`config.mk`:
```
export PLATFORM = sky130hd
export DESIGN_NAME = multicycle_ctrl
export DESIGN_NICKNAME = d
export VERILOG_FILES = /design/src/rtl/multicycle_ctrl.sv
export SDC_FILE = /design/constraint.sdc
export NUM_CORES = 1
export LEC_CHECK = 0
export CAP_MARGIN = 15
export CORE_UTILIZATION = 48
export CTS_BUF_LIST = sky130_fd_sc_hd__clkbuf_2 sky130_fd_sc_hd__clkbuf_4 sky130_fd_sc_hd__clkbuf_8
export CTS_CLUSTER_DIAMETER = 150
export DETAILED_ROUTE_END_ITERATION = 12
export PLACE_DENSITY = 0.95
export SYNTH_ARGS = -nofsm -noshare
export SYNTH_HDL_FRONTEND = slang
export SYNTH_SLANG_ARGS = --single-unit
```
`constraint.sdc`:
```
create_clock -name CLK -period 4.1 [get_ports CLK]
set_input_delay 0.82 -clock CLK [delete_from_list [all_inputs] [get_ports CLK]]
set_output_delay 0.82 -clock CLK [all_outputs]
set_load 0.005 [all_outputs]
```
`src/rtl/multicycle_ctrl.sv`:
```
// Multi-cycle sequencing controller for the RV32I core: steps each instruction through
// IDLE/FETCH/DECODE/EXEC/MEM/WB, owns the memory handshake and the retired-instruction counter.
module multicycle_ctrl (
  input  logic        CLK,
  input  logic        RST,
  input  logic [31:0] INS,
  input  logic        MEM_READY,
  input  logic        BR_TAKEN,
  output logic        MEM_REQ,
  output logic        MEM_WE,
  output logic        ADDR_SEL,
  output logic        IR_WE,
  output logic        ImmSel,
  output logic [1:0]  ALU_SRC_A,
  output logic        ALU_SRC_B,
  output logic [1:0]  ALU_CTRL,
  output logic        REG_WE,
  output logic [1:0]  WB_SEL,
  output logic        PC_WE,
  output logic [1:0]  PC_SEL,
  output logic        ILLEGAL,
  output logic [31:0] RETIRED_CNT
);

  localparam logic [6:0] OpR      = 7'b0110011;
  localparam logic [6:0] OpIComp  = 7'b0010011;
  localparam logic [6:0] OpLoad   = 7'b0000011;
  localparam logic [6:0] OpStore  = 7'b0100011;
  localparam logic [6:0] OpBranch = 7'b1100011;
  localparam logic [6:0] OpJalr   = 7'b1100111;
  localparam logic [6:0] OpLui    = 7'b0110111;
  localparam logic [6:0] OpAuipc  = 7'b0010111;

  typedef enum logic [2:0] {
    StIdle,
    StFetch,
    StDecode,
    StExec,
    StMem,
    StWb,
    StTrap
  } state_e;

  state_e      state_q, state_d;
  logic [31:0] retired_cnt_q, retired_cnt_d;
  logic        retire;

  logic [6:0]  opcode;
  logic        rd_nonzero;
  logic        is_load, is_store, is_branch, is_jalr, is_legal;
  logic [1:0]  alu_a;
  logic        alu_b;
  logic [1:0]  alu_c;

  // Only the opcode and rd fields steer the sequencer.
  logic        unused_ins;
  assign unused_ins = ^INS[31:12];

  assign opcode     = INS[6:0];
  assign rd_nonzero = |INS[11:7];
  assign is_load    = (opcode == OpLoad);
  assign is_store   = (opcode == OpStore);
  assign is_branch  = (opcode == OpBranch);
  assign is_jalr    = (opcode == OpJalr);

  always_comb begin
    is_legal = 1'b1;
    alu_a    = 2'b00;
    alu_b    = 1'b0;
    alu_c    = 2'b00;
    case (opcode)
      OpR: begin
        alu_c = 2'b10;
      end
      OpIComp: begin
        alu_b = 1'b1;
        alu_c = 2'b10;
      end
      OpLoad, OpStore, OpJalr: begin
        alu_b = 1'b1;
      end
      OpLui: begin
        alu_a = 2'b10;
        alu_b = 1'b1;
      end
      OpAuipc: begin
        alu_a = 2'b01;
        alu_b = 1'b1;
      end
      OpBranch: begin
        alu_c = 2'b01;
      end
      default: begin
        is_legal = 1'b0;
      end
    endcase
  end

  always_comb begin
    state_d   = state_q;
    retire    = 1'b0;
    MEM_REQ   = 1'b0;
    MEM_WE    = 1'b0;
    ADDR_SEL  = 1'b0;
    IR_WE     = 1'b0;
    ImmSel    = 1'b0;
    ALU_SRC_A = 2'b00;
    ALU_SRC_B = 1'b0;
    ALU_CTRL  = 2'b00;
    REG_WE    = 1'b0;
    WB_SEL    = 2'b00;
    PC_WE     = 1'b0;
    PC_SEL    = 2'b00;
    ILLEGAL   = 1'b0;

    unique case (state_q)
      StIdle: begin
        state_d = StFetch;
      end
      StFetch: begin
        MEM_REQ = 1'b1;
        if (MEM_READY) begin
          IR_WE   = 1'b1;
          state_d = StDecode;
        end
      end
      StDecode: begin
        ImmSel  = 1'b1;
        state_d = is_legal ? StExec : StTrap;
      end
      StExec: begin
        ImmSel    = 1'b1;
        ALU_SRC_A = alu_a;
        ALU_SRC_B = alu_b;
        ALU_CTRL  = alu_c;
        if (is_branch) begin
          // Branches resolve here and never visit MEM or WB.
          PC_WE   = 1'b1;
          PC_SEL  = BR_TAKEN ? 2'b01 : 2'b00;
          retire  = 1'b1;
          state_d = StFetch;
        end else if (is_load || is_store) begin
          state_d = StMem;
        end else begin
          state_d = StWb;
        end
      end
      StMem: begin
        ImmSel    = 1'b1;
        ALU_SRC_A = alu_a;
        ALU_SRC_B = alu_b;
        ALU_CTRL  = alu_c;
        MEM_REQ   = 1'b1;
        ADDR_SEL  = 1'b1;
        MEM_WE    = is_store;
        if (MEM_READY) begin
          if (is_store) begin
            PC_WE   = 1'b1;
            retire  = 1'b1;
            state_d = StFetch;
          end else begin
            state_d = StWb;
          end
        end
      end
      StWb: begin
        ImmSel    = 1'b1;
        ALU_SRC_A = alu_a;
        ALU_SRC_B = alu_b;
        ALU_CTRL  = alu_c;
        REG_WE    = rd_nonzero;
        WB_SEL    = is_load ? 2'b01 : (is_jalr ? 2'b10 : 2'b00);
        PC_WE     = 1'b1;
        PC_SEL    = is_jalr ? 2'b10 : 2'b00;
        retire    = 1'b1;
        state_d   = StFetch;
      end
      StTrap: begin
        ILLEGAL = 1'b1;
      end
      default: begin
        state_d = StIdle;
      end
    endcase
  end

  assign retired_cnt_d = retired_cnt_q + {31'd0, retire};
  assign RETIRED_CNT   = retired_cnt_q;

  always_ff @(posedge CLK or posedge RST) begin
    if (RST) begin
      state_q       <= StIdle;
      retired_cnt_q <= 32'd0;
    end else begin
      state_q       <= state_d;
      retired_cnt_q <= retired_cnt_d;
    end
  end

endmodule

```
==> run metrics, run 1 <==
r2r worst-path depth=9; initial drt markers=119; RSZ-0062 raised after global routing=no; R2R Path End=RETIRED_CNT[27]$_DFF_PP0_; CTS buffer count=5; internal power=0.676 mW; multiplexer share of the synthesized area=0%; Max-cap violations=0; post-route ant nets=0; nets=315; Crit. End Element=output port; share of layout cells above drive strength 1=7.66%; logic gate share of total power=29.5%; CP required=3.28 ns; Area Overhead vs Synth=38.2%; largest net degree at the start of global routing=36; Slew @ Worst Pin=0.429 ns; CP arrival=2.92 ns; Clock Latency Late Sink=0.28 ns; Vias=1787; largest family of logic cells by synthesized area=simple AND/OR/NAND/NOR gates; Pwr Density=346 mW/mm^2; Slew HR=70.7%; clock share of power=24.9%; WHS Endpoint=RETIRED_CNT[31]$_DFF_PP0_; # rows=23; Tcrit/Tclk final=91.3%; Distinct cells, synth=40; Final Util=69.8%; final setup fails=0; Die Y=67.1 um; clock buffer depth=2; GR Util All Layers=21.1%; synth warn=0; f_max=0.267 GHz; vias in the first global route=1653; first-pass GRT wire length=7160 um; #FFs+latches synth=35; post_cts resized=0; Sequential Power Share=45.6%; Crit Path Category=in -> out; syn_area_per_cell=9.83 um^2; Max VDD drop=0.222 mV; initial antenna violation count=0; H-tree depth=2; drt drc=0; GRT Residual Overflow=0; chip width=67.1 um; RePlAce Congestion=0.818; number of fill cells=297; I/O Pins=85; post-CTS setup buffer count=0; Reg2Reg Launch Point=state_q[2]$_DFFE_PP0P_; drt wl/cell=13.4 um; HP Class=reg -> reg; adder-cell share of the synthesized area=3.07%; Worst Skew=0.00387 ns; Detailed Route WL=4340 um; clk root buf=clkbuf_8; Synthesized Nets=248; Max FO, Critical Path=4; XOR/XNOR Fraction of Synth Area=13.3%; TritonRoute pass-1 iters=4; LEAKAGE=1.25 nW; Reg clk slew, reported paths=0.06 ns; Port Buffers=64; CTS tree=built; nature of the critical path startpoint=input pin; sw frac=30.6%; min-delay src=RETIRED_CNT[31]$_DFF_PP0_; Core Footprint=0.00403 mm^2; Hold Crit Depth=1; status=finished clean; Syn Std Cell Area=0.00204 mm^2; # clock sinks=35; Initial Util=50.5%; Mapped Cells=207; n_diodes=0; R2R Setup Slk=0.95 ns; post-layout min period=3.74 ns; setup_tns=0 ns; Slew Limit Fails=0; Synth Area in Compound Gates=5.04%; endpoints failing hold=0; post-synthesis simple-gate area fraction=31.5%; DP Wirelength=3260 um; routed vias/inst=5.52; NetSw=0.298 mW; CTS Hold Buffers Added=0; die area=0.00451 mm^2; sequential fraction of the synthesis area=43.0%
==> placed cells by master (no fill, tap or decap), drive strengths merged, types with 2 or more instances in the layout <==
master and instances:
nor2b 2, nand4 6, nand2b 7, xor2 17, inv 12, a21oi 6, nor2 17, o21ai 2
nand2 16, clkdlybuf4s50 64, nor4bb 2, nand3b 2, xnor2 14, or4 4, nor4 13, a211oi 2
and4 5, and2 3, buf 3, clkbuf 6, nand3 9, and3 2, nor3 10, dfrtp 35
ha 5
==> cells in the mapped netlist, drive strengths merged <==
library cell | number | share of area [%]
inv | 12 | 2.2
nor2 | 17 | 3.1
a2bb2oi | 1 | 0.43
and3 | 2 | 0.61
o22ai | 1 | 0.31
o21ai | 2 | 0.49
a22oi | 1 | 0.37
nor4 | 13 | 6.1
and3b | 1 | 0.43
a211oi | 2 | 0.74
buf | 3 | 1.0
a2111oi | 1 | 0.43
a311oi | 1 | 0.43
nand3b | 2 | 0.74
or4 | 4 | 1.5
and2 | 3 | 0.92
nor4bb | 2 | 0.98
dfrtp | 35 | 43
a21oi | 6 | 1.5
xor2 | 17 | 7.3
ha | 5 | 3.1
nor3 | 10 | 2.5
or3 | 1 | 0.31
nand3 | 9 | 2.5
xnor2 | 14 | 6.0
nor3b | 1 | 0.37
o211ai | 1 | 0.37
nand2b | 7 | 2.2
clkbuf | 4 | 0.74
and4 | 5 | 2.2
nand2 | 16 | 3.0
nor2b | 2 | 0.61
nand4 | 6 | 3.6
==> power groups by stage <==
stage	combinational [mW]	clock (mW)	sequential (mW)
6_report	0.287	0.243	0.445
5_1_grt	0.325	0.265	0.451
3_5_place_dp	0.287	0	0.449
2_1_floorplan	0.178	0	0.412
4_1_cts	0.291	0.252	0.443
3_3_place_gp	0.284	0	0.446
==> flip-flops by register name, summed over array words and instances (netlist names) <==
| signal | cells |
|---|---|
| RETIRED_CNT | 32 |
| state_q | 3 |
==> critical path: stages <==
cell and delay [ns]:
clkdlybuf4s50_1 0.52, nor4bb_1 0.26, a21oi_1 0.07, or4_1 0.40
a21oi_1 0.28, clkdlybuf4s50_1 0.58
==> layer usage <==
metal / vias to the layer above / track usage (%) / wire (um)
met5: - / 0 / 0
met4: 0 / 8.51 / 53
met3: 7 / 5.82 / 295
met2: 68 / 36.1 / 2130
met1: 855 / 24.6 / 1860
li1: 857 / - / -
==> cell type report <==
cell class                      count  area (um^2)  share of cell area, %
Clock buffer                        6         82.6                   2.94
Timing Repair Buffer               67          663                   23.6
Clock inverter                      1         5.00                  0.178
Sequential cell                    35          876                   31.1
Tap cell                           50         62.6                   2.22
Inverter                           12         45.0                   1.60
Multi-Input combinational cell    153         1080                   38.3
==> through the flow <==
stage / cell area (um^2) / hold slack [ns] / setup WS, ns / instances / total power, mW
after floorplan: 2040 / 0.465 / 1.02 / 207 / 0.590
after global placement: 2730 / 0.456 / 0.399 / 317 / 0.730
after detailed placement: 2730 / 0.462 / 0.301 / 317 / 0.737
after CTS: 2810 / 0.471 / 0.341 / 324 / 0.985
after global routing: 2810 / 0.516 / 0.217 / 324 / 1.04
final: 2810 / 0.466 / 0.357 / 324 / 0.975
==> cell families (layout without fill, tap and decap cells) <==
group                      count (synthesis)  after routing
and+or+nand+nor                          101            101
DFF                                       35             35
xor gates and xnor gates                  31             31
buffers and inverters                     19             86
AOI/OAI and AO/OA                         16             16
adders and majority gates                  5              5
==> how the worst max path moves through the flow <==
stage,startpoint,to,depth (start not counted)
2_1_floorplan,INS[3],RETIRED_CNT[23]$_DFF_PP0_,9
3_3_place_gp,MEM_READY,PC_WE,6
3_5_place_dp,MEM_READY,RETIRED_CNT[27]$_DFF_PP0_,10
4_1_cts,MEM_READY,PC_WE,6
5_1_grt,MEM_READY,PC_WE,6
6_report,MEM_READY,PC_WE,6
(Power assumes the default switching activity.)
==> run 2: changes to the inputs <==
Settings changed: CORE_MARGIN set to 2.
==> run 2 against run 1 <==
Sequential share of layout area is essentially flat; routed wire length is 1.3% higher; core utilization hardly changed; largest cell class unchanged; largest power group unchanged.
==> run metrics, run 2 (synthesis gave the netlist of run 1 again) <==
Max FO, Critical Path=4 (unchanged); Max VDD drop=0.226 mV (+1.4%); Crit. End Element=output port; Reg clk slew, reported paths=0.07 ns (about the same); clock buffer depth=2 (unchanged); final setup fails=0 (unchanged); CP max stage cell=clkdlybuf4s50_1; R2R Setup Slk=0.97 ns (+0.02 ns); Port Buffers=64 (unchanged); nature of the critical path startpoint=input pin; number of fill cells=325 (+9.4%); most frequent cells in the layout=64 x clkdlybuf4s50_1, 35 x dfrtp_1, 17 x nor2_1, 17 x xor2_1, 16 x nand2_1; Worst Skew=0.00650 ns (+0.00263 ns); Initial Util=50.5% (unchanged); setup_tns=0 ns (unchanged); chip width=69.1 um (+3.0%); most common cell after layout, fill and taps aside=clkdlybuf4s50_1; largest net degree at the start of global routing=36 (unchanged); HP Class=reg -> reg; GRT Residual Overflow=0 (unchanged); DP Wirelength=3330 um (+2.2%); Multi-input gate area=0.00108 mm^2 (unchanged); initial antenna violation count=0 (unchanged); TritonRoute pass-1 iters=4 (unchanged); Detailed Route WL=4390 um (+1.3%); # rows=23 (unchanged); f_max=0.266 GHz (-0.61%); CTS tree=built; drt wl/cell=13.5 um (+0.96%); post_cts resized=0 (unchanged); max incr delay on CP=0.56 ns (-0.02 ns); first-pass GRT wire length=7220 um (+0.96%); clk root buf=clkbuf_8; Die Y=69.1 um (+3.0%); met2 WL post-DR=2130 um (+0.14%); status=finished clean; Crit Path Category=in -> out; Core Footprint=0.00403 mm^2 (unchanged); CP required=3.28 ns (about the same); # clock sinks=35 (unchanged); worst path cell trace=clkdlybuf4s50_1 > nor4bb_1 > a21oi_1 > or4_1 > a21oi_1 > clkdlybuf4s50_1; post-route ant nets=0 (unchanged); Highest Signal Layer=met4; Tot Pwr=0.979 mW (+0.42%); RSZ-0062 raised after global routing=no; LEAKAGE=1.25 nW (+0.16%); Area Overhead vs Synth=38.2% (about the same); die area=0.00478 mm^2 (+6.0%); DP Area=0.00273 mm^2 (unchanged); CTS buffer count=5 (unchanged); GR Util All Layers=18.5% (-2.6 points); H-tree depth=2 (unchanged); n_diodes=0 (unchanged); Slew Limit Fails=0 (unchanged); share of layout cells above drive strength 1=8.00% (+0.34 points); Tcrit/Tclk final=91.8% (+0.56 points); endpoints failing hold=0 (unchanged); vias in the first global route=1638 (-0.91%); M1 WL=1860 um (+0.11%); nets=315 (unchanged); Slew HR=71.7% (+1.0 points); DR WL met3=322 um (+9.2%); routed vias/inst=5.40 (-2.0%); RePlAce Congestion=0.834 (+2.0%); Clock Latency Late Sink=0.28 ns (about the same); Vias=1756 (-1.7%); FF+latch area=876 um^2 (unchanged); fin area=0.00281 mm^2 (about the same); post-layout min period=3.77 ns (+0.0228 ns); Max-cap violations=0 (unchanged); post-CTS setup buffer count=0 (unchanged); Slew @ Worst Pin=0.424 ns (-0.00439 ns); CTS Hold Buffers Added=0 (unchanged); initial drt markers=137 (+15%); Pwr Density=348 mW/mm^2 (+0.38%); drt drc=0 (unchanged); I/O Pins=85 (unchanged); max reg flops=32 (unchanged); CP arrival=2.95 ns (+0.03 ns)
[run 2: cell type report]
cell class | count | share of cell area (%)
inverters | 12 | 1.60
multi-input cells | 153 | 38.3
well taps | 50 | 2.22
flip-flops and latches | 35 | 31.1
repair buffers | 67 | 23.6
clock inverters | 1 | 0.178
clock buffers | 7 | 2.98
[run 2: report_power, final]
| group | internal, mW | leakage (nW) | total (mW) | switching [mW] |
|---|---|---|---|---|
| sequential | 0.377 | 0.453 | 0.443 | 0.0661 |
| combinational | 0.168 | 0.748 | 0.291 | 0.122 |
| clock | 0.132 | 0.0491 | 0.245 | 0.113 |
[run 2: stage by stage]
| stage | util [%] | cells | hold slack (ns) | setup WS (ns) |
|---|---|---|---|---|
| CTS | 69.8 | 325 | 0.472 | 0.344 |
| global placement | 67.6 | 317 | 0.455 | 0.356 |
| detailed placement | 67.6 | 317 | 0.463 | 0.346 |
| global route | 69.8 | 325 | 0.502 | 0.201 |
| finish | 69.8 | 325 | 0.463 | 0.334 |
| floorplan | - | 207 | 0.465 | 1.02 |
[run 2: per-layer routing]
layer  up-vias  track usage, %
met5         -               0
li1        856               -
met2        68            30.3
met3         9            7.02
met4         0            6.97
met1       823            21.9
[run 2: worst paths after layout]
| kind | cells after the start | end | startpoint |
|---|---|---|---|
| worst max-delay path | 6 | PC_WE | MEM_READY |
| worst min register to register | 1 | RETIRED_CNT[31]$_DFF_PP0_ | RETIRED_CNT[31]$_DFF_PP0_ |
| worst max register to register | 9 | RETIRED_CNT[23]$_DFF_PP0_ | state_q[2]$_DFFE_PP0P_ |
| min in group asynchronous | 3 | RETIRED_CNT[27]$_DFF_PP0_ | RST |
| worst min-delay path | 1 | RETIRED_CNT[31]$_DFF_PP0_ | RETIRED_CNT[31]$_DFF_PP0_ |
| max in group asynchronous | 3 | RETIRED_CNT[11]$_DFF_PP0_ | RST |
[run 2: worst max-delay path: cells and delay by family]
family,cells,cell delay (ns)
AO/OA/AOI/OAI,2,0.34
buffers and inverters,2,1.09
AND/OR/NAND/NOR,2,0.70
==> run 3: changes to the inputs <==
Settings changed: CELL_PAD_IN_SITES_DETAIL_PLACEMENT set to 0, CELL_PAD_IN_SITES_GLOBAL_PLACEMENT set to 1, CORE_UTILIZATION 48 to 35.
==> run 3 against run 2 <==
Cell area up 1.8%; global-route usage down 3.3 points; maximum frequency up 1.4%; first-iteration DRC count down 72%; core utilization down 18 points; critical path type unchanged.
==> run metrics, run 3 (synthesis gave the netlist of run 1 again) <==
share of layout cells above drive strength 1=8.33% (+0.33 points); Port Buffers=64 (unchanged); r2r worst-path depth=9 (unchanged); post_cts resized=0 (unchanged); Clock Latency Late Sink=0.29 ns (about the same); Reg clk slew, reported paths=0.07 ns (about the same); most frequent cells in the layout=64 x clkdlybuf4s50_1, 35 x dfrtp_1, 17 x nor2_1, 17 x xor2_1, 16 x nand2_1; Initial Util=36.5% (-14 points); routed vias/inst=5.07 (-6.2%); Tcrit/Tclk final=90.6% (-1.3 points); Final Util=51.4% (-18 points); drt drc=0 (unchanged); RSZ-0062 raised after global routing=no; Detailed Route WL=4520 um (+3.0%); CTS Hold Buffers Added=0 (unchanged); NetSw=0.308 mW (+2.3%); f_max=0.269 GHz (+1.4%); HP Class=reg -> reg; status=finished clean; Max FO, Critical Path=6 (+2); Core Footprint=0.00557 mm^2 (+38%); Worst Setup Slack, final=0.386 ns (+0.0520 ns); Slew @ Worst Pin=0.446 ns (+0.0216 ns); RePlAce Congestion=0.780 (-6.5%); LEAKAGE=1.26 nW (+0.91%); clock share of power=27.6% (+2.6 points); number of fill cells=539 (+66%); Cell Count Post-Placement=340 (+7.3%); post-CTS setup buffer count=0 (unchanged); nets=316 (+0.32%); Worst Skew=0.00680 ns (+0.000304 ns); clk root buf=clkbuf_8; logic gate share of total power=28.6% (-1.1 points); internal power=0.705 mW (+4.0%); Area Overhead vs Synth=40.7%; Slew HR=70.3% (-1.4 points); fin area=0.00286 mm^2 (+1.8%); non-filler instance count after layout=348 (+7.1%); sw frac=30.4% (-0.36 points); die area=0.00644 mm^2 (+35%); post-layout min period=3.71 ns (-0.0520 ns); max reg flops=32 (unchanged); R2R Path End=RETIRED_CNT[31]$_DFF_PP0_; # rows=27 (+17%); post-route ant nets=0 (unchanged); Sequential Power Share=43.7% (-1.6 points); CP arrival=2.89 ns (-0.06 ns); WHS Endpoint=RETIRED_CNT[31]$_DFF_PP0_; Reg2Reg Launch Point=state_q[2]$_DFFE_PP0P_; largest net degree at the start of global routing=36 (unchanged); vias in the first global route=1714 (+4.6%); initial drt markers=39 (-72%); chip width=80.3 um (+16%); DP Area=0.00276 mm^2 (+1.3%); Hold Crit Depth=1 (unchanged); H-tree depth=2 (unchanged); CTS buffer count=5 (unchanged); clock buffer depth=2 (unchanged); drt wl/cell=13.0 um (-3.8%); Slew Limit Fails=0 (unchanged); I/O Pins=85 (unchanged); final setup fails=0 (unchanged); GR Util All Layers=15.1% (-3.3 points); n_diodes=0 (unchanged); most common cell after layout, fill and taps aside=clkdlybuf4s50_1; Max-cap violations=0 (unchanged); TritonRoute pass-1 iters=4 (unchanged); setup_tns=0 ns (unchanged); min-delay src=RETIRED_CNT[31]$_DFF_PP0_; CTS tree=built; Worst Setup SP=INS[4]; Max VDD drop=0.196 mV (-13%); nature of the critical path startpoint=input pin; CP required=3.28 ns (about the same); first-pass GRT wire length=7720 um (+6.9%); pre-CTS setup slack=0.395 ns (+0.0488 ns); initial antenna violation count=0 (unchanged); Crit Path Category=in -> out; Vias=1764 (+0.46%); R2R Setup Slk=1.19 ns (+0.22 ns); endpoints failing hold=0 (unchanged); Pwr Density=354 mW/mm^2 (+1.7%); # clock sinks=35 (unchanged); DP Wirelength=3350 um (+0.65%); GRT Residual Overflow=0 (unchanged); Crit. End Element=output port; Die Y=80.3 um (+16%)
run 3: layer usage:
layer | track usage [%] | share of wire (%) | vias to the layer above
met2 | 23.8 | 47 | 54
met3 | 5.06 | 6.2 | 5
li1 | - | - | 864
met4 | 5.08 | 1.2 | 0
met5 | 0 | 0 | -
met1 | 19.4 | 46 | 841
run 3: worst max-delay path by stage:
stage	endpoint	slack [ns]	cells after the start
2_1_floorplan	RETIRED_CNT[23]$_DFF_PP0_	1.02	9
3_3_place_gp	PC_WE	0.40	6
3_5_place_dp	PC_WE	0.40	6
4_1_cts	PC_WE	0.39	6
5_1_grt	PC_WE	0.32	5
6_report	PC_WE	0.39	5
run 3: cell type report:
cell class	instances	area (um^2)	share of cell area [%]
repair buffers	68	671	23.4
flip-flops and latches	35	876	30.6
well taps	72	90.1	3.15
multi-input cells	153	1080	37.7
inverters	12	45.0	1.57
clock buffers	8	104	3.63
run 3: worst max-delay path: stages:
cell	delay (ns)
clkdlybuf4s50_1	0.50
nand2b_1	0.24
or4_1	0.50
a21oi_1	0.27
clkdlybuf4s50_1	0.56
run 3: power groups by stage:
stage | Combinational, mW | Clock [mW] | Sequential [mW]
global route | 0.323 | 0.301 | 0.453
floorplan | 0.178 | 0 | 0.412
global placement | 0.289 | 0 | 0.448
finish | 0.290 | 0.280 | 0.443
detailed placement | 0.292 | 0 | 0.449
CTS | 0.294 | 0.289 | 0.443
run 3: stage by stage:
stage / hold slack, ns / power (mW)
floorplan: 0.465 / 0.590
global placement: 0.455 / 0.737
detailed placement: 0.479 / 0.741
CTS: 0.489 / 1.03
global route: 0.511 / 1.08
finish: 0.484 / 1.01
